**config.mk**
```make
export PLATFORM = sky130hd
export DESIGN_NAME = id_operand_stage
export DESIGN_NICKNAME = d
export VERILOG_FILES = /design/src/rtl/id_operand_stage.sv
export SDC_FILE = /design/constraint.sdc
export NUM_CORES = 2
export LEC_CHECK = 0
export BUFFER_PORTS_ARGS = -buffer_cell sky130_fd_sc_hd__buf_2
export CORE_MARGIN = 3
export CORE_UTILIZATION = 59
export CTS_CLUSTER_DIAMETER = 50
export CTS_CLUSTER_SIZE = 24
export DETAILED_ROUTE_END_ITERATION = 6
export PLACE_DENSITY_LB_ADDON = 0.2
export SLEW_MARGIN = 10
export SYNTH_ARGS = -nofsm -noshare
export SYNTH_HDL_FRONTEND = slang
export SYNTH_SLANG_ARGS = --single-unit
```
**constraint.sdc**
```tcl
create_clock -name clk -period 4.61 [get_ports clk]
set_input_delay 0.461 -clock clk [delete_from_list [all_inputs] [get_ports clk]]
set_output_delay 0.461 -clock clk [all_outputs]
set_load 0.01 [all_outputs]
```
**src/rtl/id_operand_stage.sv**
```systemverilog
`default_nettype none
// +--------------------------------------------------------------------------+
// | Module      : id_operand_stage                                           |
// | Description : Decode/operand-fetch stage. Holds the multi-port register  |
// |               file, the load-use interlock and the ID/EX pipeline        |
// |               register with a valid/ready handshake.                     |
// | Build macro : ID_WB_BYPASS_EN - same-cycle write-back is forwarded to    |
// |               the read ports; when undefined, a read that collides with  |
// |               a same-cycle write stalls one cycle instead.               |
// | Revision    : 1.0 - initial release                                      |
// +--------------------------------------------------------------------------+
module id_operand_stage #(
    parameter int XLEN   = 32,
    parameter int NREG   = 32,
    parameter int RLOG   = 5,
    parameter int NSRC   = 3,
    parameter int CTRL_W = 8
) (
    input  logic                 clk,
    input  logic                 rst,
    input  logic                 in_valid,
    output logic                 in_ready,
    input  logic [NSRC*RLOG-1:0] in_rs,
    input  logic [NSRC-1:0]      in_rs_en,
    input  logic [RLOG-1:0]      in_rd,
    input  logic                 in_we,
    input  logic                 in_is_load,
    input  logic [CTRL_W-1:0]    in_ctrl,
    input  logic [XLEN-1:0]      in_imm,
    input  logic                 flush,
    input  logic                 wb_we,
    input  logic [RLOG-1:0]      wb_rd,
    input  logic [XLEN-1:0]      wb_data,
    output logic                 out_valid,
    input  logic                 out_ready,
    output logic [NSRC*XLEN-1:0] out_src,
    output logic [RLOG-1:0]      out_rd,
    output logic                 out_we,
    output logic                 out_is_load,
    output logic [CTRL_W-1:0]    out_ctrl,
    output logic [XLEN-1:0]      out_imm
);

    // Register file storage; entry 0 is never written and never read.
    logic [XLEN-1:0]      r_rf [NREG];

    // ID/EX pipeline register
    logic                 r_out_valid;
    logic [NSRC*XLEN-1:0] r_out_src;
    logic [RLOG-1:0]      r_out_rd;
    logic                 r_out_we;
    logic                 r_out_is_load;
    logic [CTRL_W-1:0]    r_out_ctrl;
    logic [XLEN-1:0]      r_out_imm;

    logic [NSRC*XLEN-1:0] w_rd_data;
    logic [NSRC-1:0]      w_haz_hit;
    logic [NSRC-1:0]      w_wb_hit;
    logic                 w_wb_write;
    logic                 w_hazard;
    logic                 w_wbstall;
    logic                 w_accept;

    assign w_wb_write = wb_we & (wb_rd != '0);

    // Per read port: index extraction, RF read, hazard and write-back match.
    generate
        for (genvar k = 0; k < NSRC; k++) begin : g_port
            logic [RLOG-1:0] w_idx;
            logic [XLEN-1:0] w_rf_val;

            assign w_idx        = in_rs[k*RLOG +: RLOG];
            assign w_rf_val     = (w_idx == '0) ? '0 : r_rf[w_idx];
            assign w_haz_hit[k] = in_rs_en[k] & (w_idx == r_out_rd);
            assign w_wb_hit[k]  = w_wb_write & (wb_rd == w_idx);
`ifdef ID_WB_BYPASS_EN
            assign w_rd_data[k*XLEN +: XLEN] = w_wb_hit[k] ? wb_data : w_rf_val;
`else
            assign w_rd_data[k*XLEN +: XLEN] = w_rf_val;
`endif
        end
    endgenerate

`ifdef ID_WB_BYPASS_EN
    // Write-through covers the collision, so no stall is ever needed.
    assign w_wbstall = 1'b0;
`else
    // Wait one cycle so the operand is read from the RF after the write lands.
    assign w_wbstall = |(w_wb_hit & in_rs_en);
`endif

    // Only loads create a use hazard; other producers are forwarded in EX.
    assign w_hazard = r_out_valid & r_out_is_load & r_out_we &
                      (r_out_rd != '0) & (|w_haz_hit);

    assign in_ready = ~flush & ~w_hazard & ~w_wbstall & (~r_out_valid | out_ready);
    assign w_accept = in_valid & in_ready;

    // Register file write port with synchronous clear.
    always_ff @(posedge clk) begin
        if (!rst) begin
            for (int i = 0; i < NREG; i++) begin
                r_rf[i] <= '0;
            end
        end else if (w_wb_write) begin
            r_rf[wb_rd] <= wb_data;
        end
    end

    // ID/EX register: flush beats accept, accept beats drain, else hold.
    always_ff @(posedge clk) begin
        if (!rst) begin
            r_out_valid   <= 1'b0;
            r_out_src     <= '0;
            r_out_rd      <= '0;
            r_out_we      <= 1'b0;
            r_out_is_load <= 1'b0;
            r_out_ctrl    <= '0;
            r_out_imm     <= '0;
        end else if (flush) begin
            r_out_valid   <= 1'b0;
        end else if (w_accept) begin
            r_out_valid   <= 1'b1;
            r_out_src     <= w_rd_data;
            r_out_rd      <= in_rd;
            r_out_we      <= in_we;
            r_out_is_load <= in_is_load;
            r_out_ctrl    <= in_ctrl;
            r_out_imm     <= in_imm;
        end else if (r_out_valid && out_ready) begin
            r_out_valid   <= 1'b0;
        end
    end

    assign out_valid   = r_out_valid;
    assign out_src     = r_out_src;
    assign out_rd      = r_out_rd;
    assign out_we      = r_out_we;
    assign out_is_load = r_out_is_load;
    assign out_ctrl    = r_out_ctrl;
    assign out_imm     = r_out_imm;

endmodule
`default_nettype wire

```
Yosys cells after proc, flatten, opt, wreduce, memory -nomap -nowiden
Memory sizes are Yosys's and may differ from the RTL's.
Index checks and enable logic that the tools add are counted.
Cells by class
  reductions and logical operators: 12
  equality and inequality tests: 6
  muxes and demuxes: 12
  bitwise logic cells: 22
Operators with widths (count)
  $mux W32: 4
  $reduce_or A32 Y1: 1
  $eq A5 B5 Y1: 6
  $and A1 B1 Y1: 15
  $logic_not A5 Y1: 3
  $reduce_bool A5 Y1: 2
  $mux W1: 7
  $reduce_or A3 Y1: 2
  $mux W5: 1
  $not A1 Y1: 5
  $and A3 B3 Y3: 1
  $reduce_and A2 Y1: 1
  $reduce_bool A2 Y1: 1
  $reduce_or A2 Y1: 1
  $logic_and A1 B1 Y1: 1
  $or A1 B1 Y1: 1
Word-level totals
  memories kept: 1
  RAM bits: 1024
  input bits: 108
  output and inout bits: 145
  word-level logic and storage cells: 60
  bits in registers: 144
Memory list
  r_rf: depth 32, width 32, read ports 3, clocked after Yosys merged registers in 0, wr ports 32, line 45  | logic [XLEN-1:0] r_rf [NREG];

Logic depth before layout (Yosys ltp)
  depth in word-level cells: 10
  mapped depth: 12

Least setup slack after synthesis
No wires, ideal clock.
  path type: input -> register
  from: input wb_rd[4]
  to: memory r_rf[16][0] (enable)
  arrival: 3.694 ns
  slack: 0.450 ns
  path buffers: 2
  required time: 4.144 ns
  stages on the path: 4
  cells stage by stage: clkbuf_1 or3b_2 clkbuf_1 o21ai_0
RTL lines
  start, declared: line 32  | input logic [RLOG-1:0] wb_rd,
  end, declared: line 45

Final worst setup path
  from: input in_rs[3]
  to: register r_out_src[4] (netlist: out_src[4])
Between the ends
  longest elaborated chain between the ends: 10
  elaborated cells between the ends (all ways): 18
Ends and longest elaborated chain
  start, declared: line 23  | input logic [NSRC*RLOG-1:0] in_rs,
  $eq A5 B5 Y1: line 74  | assign w_haz_hit[k] = in_rs_en[k] & (w_idx == r_out_rd);
  $and A1 B1 Y1: line 74
  $reduce_or A3 Y1: line 94  | (r_out_rd != '0) & (|w_haz_hit);
  $and A1 B1 Y1: line 94
  $not A1 Y1: line 96  | assign in_ready = ~flush & ~w_hazard & ~w_wbstall & (~r_out_valid | out_ready);
  $and A1 B1 Y1 (3 in a row): line 96
  $and A1 B1 Y1: line 97  | assign w_accept = in_valid & in_ready;
  $reduce_and A2 Y1 (no line)
  end signal, assigned: line 124  | r_out_src <= w_rd_data;
  end, declared: line 49  | logic [NSRC*XLEN-1:0] r_out_src;
Several ways; a longest one is shown, not always the timed one.
A chain may end at the register's enable or synchronous reset.

==> results.yml <==
outcome:
  status: "complete, but fails checks"
  violations: "design-rule violations"
timing:
  drv_slew: 0
  hold_ws_ps: 47.2
  setup_slack_ps: 1320
  rsz0062_at_grt: "no"
  min_period_ps: 3290
  fin_crit_sh: 0.715
  setup_violations: 0
  setup_tns_ps: 0
  tightest_slew_ps: 1320
  slew_headroom: 0.117
  hold_violations: 0
  max_freq_ghz: 0.304
  fin_worst_skew_ps: 45.0
synth:
  yosys-top-cells-count: "edfxtp_1 (1024), and2_1 (1001), mux2i_1 (676)"
  synth_largest_area_cell: "edfxtp_1"
  synth_area_leaders: "edfxtp_1 (45%), mux4_2 (17%), mux2i_1 (9.9%)"
  synth.distinct_cells: 48
  synth_fa_ha_area_frac: 0
  synth_mux_area_frac: 0.276
  synth-async-reset-ratio: 0
  synth_edf_count: 1024
  synth.most_common_cell: "edfxtp_1"
  synth_top_family_by_area: "multiplexers"
  synthSimpleGateAreaFrac: 0.129
  synth-seq-area-share: 0.491
  syn_area_um2: 68500
  synthCells: 5230
  ys_seq_elements: 1168
  ys.flop_type: "edfxtp_1"
  synth-xor-area-share: 0.00383
  syn_avg_cell_area_um2: 13.1
  yosys_warnings: 0
  synth_top_area_share: 0.449
  synth_compound_area_frac: 0.0645
clocking:
  cts_tree: "done"
  post_cts_resized: 0
  cts.clk_slew.worst_paths_ps: 80
  cts_buffer_depth: 3
  clock-sinks: 1168
  cts_buffers: 134
  cts_max_level: 4
  clock-root-buffer: "clkbuf_16"
  clkLatencyLatePin_ps: 780
worst_setup_path:
  endpoint_kind: "flip-flop"
  cp.required_ps: 5310
  crit_start: "in_rs[3]"
  start_kind: "input port"
  arrival_ps: 3990
  worstSetupPathType: "input port to flip-flop"
  critical_path.max_fanout: 16
  worstReg2RegStart: "r_rf[8][14]"
final_layout:
  regArea_um2: 33600
  design_area_um2: 77400
  drive_gt1_frac: 0.245
  final_nets: 5453
  area_delta_synth_final_pct: 12.9
  nFillCells: 8068
  multi_input_area_um2: 33300
pwr:
  p_int_mw: 20.3
  p_leak_nw: 28.8
  p_per_area_nw_per_um2: 364
  p_sw_frac: 0.278
  clockPowerShare: 0.406
  p_seq_frac: 0.447
  p_switching_mw: 7.84
  peakVddDrop_mv: 0.437
  combPwrFrac: 0.147
job:
  drv_cap: 0
routing:
  drt-initial-drc-count: 9683
  ant_nets: 0
  drc: 27
  drt_first_pass_iters: 7
  vias: 52417
  viasPerCell: 7.51
  wirelength_um: 263000
  routedWlPerCell_um: 37.6
floorplanning:
  io_pins: 253
  rows: 124
  start_util: 0.597
  die-area_um2: 120000
  die_w_um: 347
  core_area_um2: 115000
  die_h_um: 347
place:
  hpwl_um: 162000
  dp_worst_setup_slack_ps: 1210
  place_area_um2: 72200
  place_congestion: 0.987
  io_buffers: 252
global_route:
  grt_usage: 0.430
  grt_pass1_wl_um: 369000
  antenna_found_initial: 16
  grt_pass1_vias: 50509
  grt-ovfl-total: 0
  grt_max_degree: 88
worst_hold_path:
  hp-class: "input port to flip-flop"
  hold_start: "in_ctrl[5]"
metal layers:
layer  global-route usage  part of all wire  up-vias
li1                     -                 -    20272
met1                0.552              0.33    25674
met2                0.606              0.42     5272
met3                0.153              0.16     1187
met4                0.313             0.087       12
met5                    0           0.00039        -
through the flow:
| stage | power, mW | util | cells |
|---|---|---|---|
| global route | 28.7 | 0.674 | 6975 |
| floorplan | 15.1 | - | 5261 |
| finish | 28.2 | 0.674 | 6983 |
| CTS | 28.0 | 0.674 | 6969 |
| detailed placement | 16.7 | 0.628 | 6675 |
| global placement | 16.6 | 0.628 | 6675 |
cells by family (layout without fill, tap and decap cells):
kind of cell | Yosys count | in the layout
simple gates | 1580 | 1580
mux | 1237 | 1237
flops | 1168 | 1168
compound gates | 652 | 652
buf+inv | 562 | 758
xor+xnor | 30 | 30
other cells | 1 | 46
power by group through the flow:
stage	clock [mW]	sequential (mW)	combinational, mW
2_1_floorplan	0	12.7	2.44
3_3_place_gp	0	12.7	3.87
3_5_place_dp	0	12.8	3.91
4_1_cts	11.4	12.6	3.96
5_1_grt	11.9	12.6	4.20
6_report	11.4	12.6	4.13
cell type report:
| class | count | area share |
|---|---|---|
| clock inverter | 97 | 0.0151 |
| timing repair buffer | 509 | 0.0488 |
| inverter | 1 | 0.0000485 |
| tap | 1512 | 0.0244 |
| sequential | 1168 | 0.435 |
| multi-input combinational | 3531 | 0.430 |
| antenna | 14 | 0.000453 |
| clock buffer | 151 | 0.0462 |
worst paths after layout:
kind                                    end  slack [ps]  cells after the start
worst max-delay path             out_src[4]        1320                      6
worst min-delay path            out_ctrl[5]          50                      3
worst max register to register  out_src[14]        1990                      5
worst min register to register  out_imm[29]         460                      2
critical path, cell delays in order:
cell and delay, ps:
buf_2 590, nor2b_4 1020, a22oi_1 210, a21boi_0 880, o21ai_0 550, mux2i_1 250
cells in the final DEF, fill, tap and decap left out, types with 10 or more instances in the layout:
| master | Yosys | routed |
|---|---|---|
| edfxtp_1 | 1024 | 1024 |
| and2_1 | 1001 | 999 |
| mux2i_1 | 676 | 676 |
| mux4_2 | 520 | 520 |
| nand2_1 | 318 | 318 |
| a22oi_1 | 304 | 304 |
| buf_2 | 122 | 240 |
| buf_4 | 21 | 183 |
| dfxtp_1 | 144 | 144 |
| clkbuf_16 | 0 | 139 |
| a21oi_1 | 117 | 115 |
| nand3_1 | 105 | 105 |
| o21ai_0 | 86 | 55 |
| nand4_1 | 52 | 52 |
| dlygate4sd3_1 | 0 | 46 |
| a21boi_0 | 38 | 38 |
| mux2_2 | 37 | 37 |
| nor2_4 | 0 | 34 |
| o21ai_4 | 0 | 32 |
| conb_1 | 1 | 32 |
| buf_12 | 0 | 30 |
| o221ai_1 | 24 | 24 |
| a211oi_1 | 23 | 23 |
| inv_6 | 0 | 23 |
| o22ai_1 | 20 | 20 |
| xor2_1 | 16 | 16 |
| bufinv_16 | 0 | 15 |
| diode_2 | 0 | 14 |
| xnor2_1 | 14 | 14 |
| o21bai_1 | 13 | 13 |
| clkinv_4 | 0 | 13 |
| nor2b_1 | 25 | 12 |
| clkinv_1 | 0 | 12 |
| a221o_1 | 11 | 11 |
| nor2_1 | 48 | 10 |
| clkinvlp_4 | 0 | 10 |
state kept, by name (all words and copies together), names as in the netlist:
register / count
r_rf: 1024
out_src: 96
out_imm: 32
out_ctrl: 8
out_rd: 5
out_is_load: 1
out_valid: 1
out_we: 1
repair_timing:
action                                 4_1_cts  5_1_grt
buffers inserted                             0        0
hold buffers                                46        0
endpoints found under the hold margin       46        0
(Power assumes the default switching activity.)
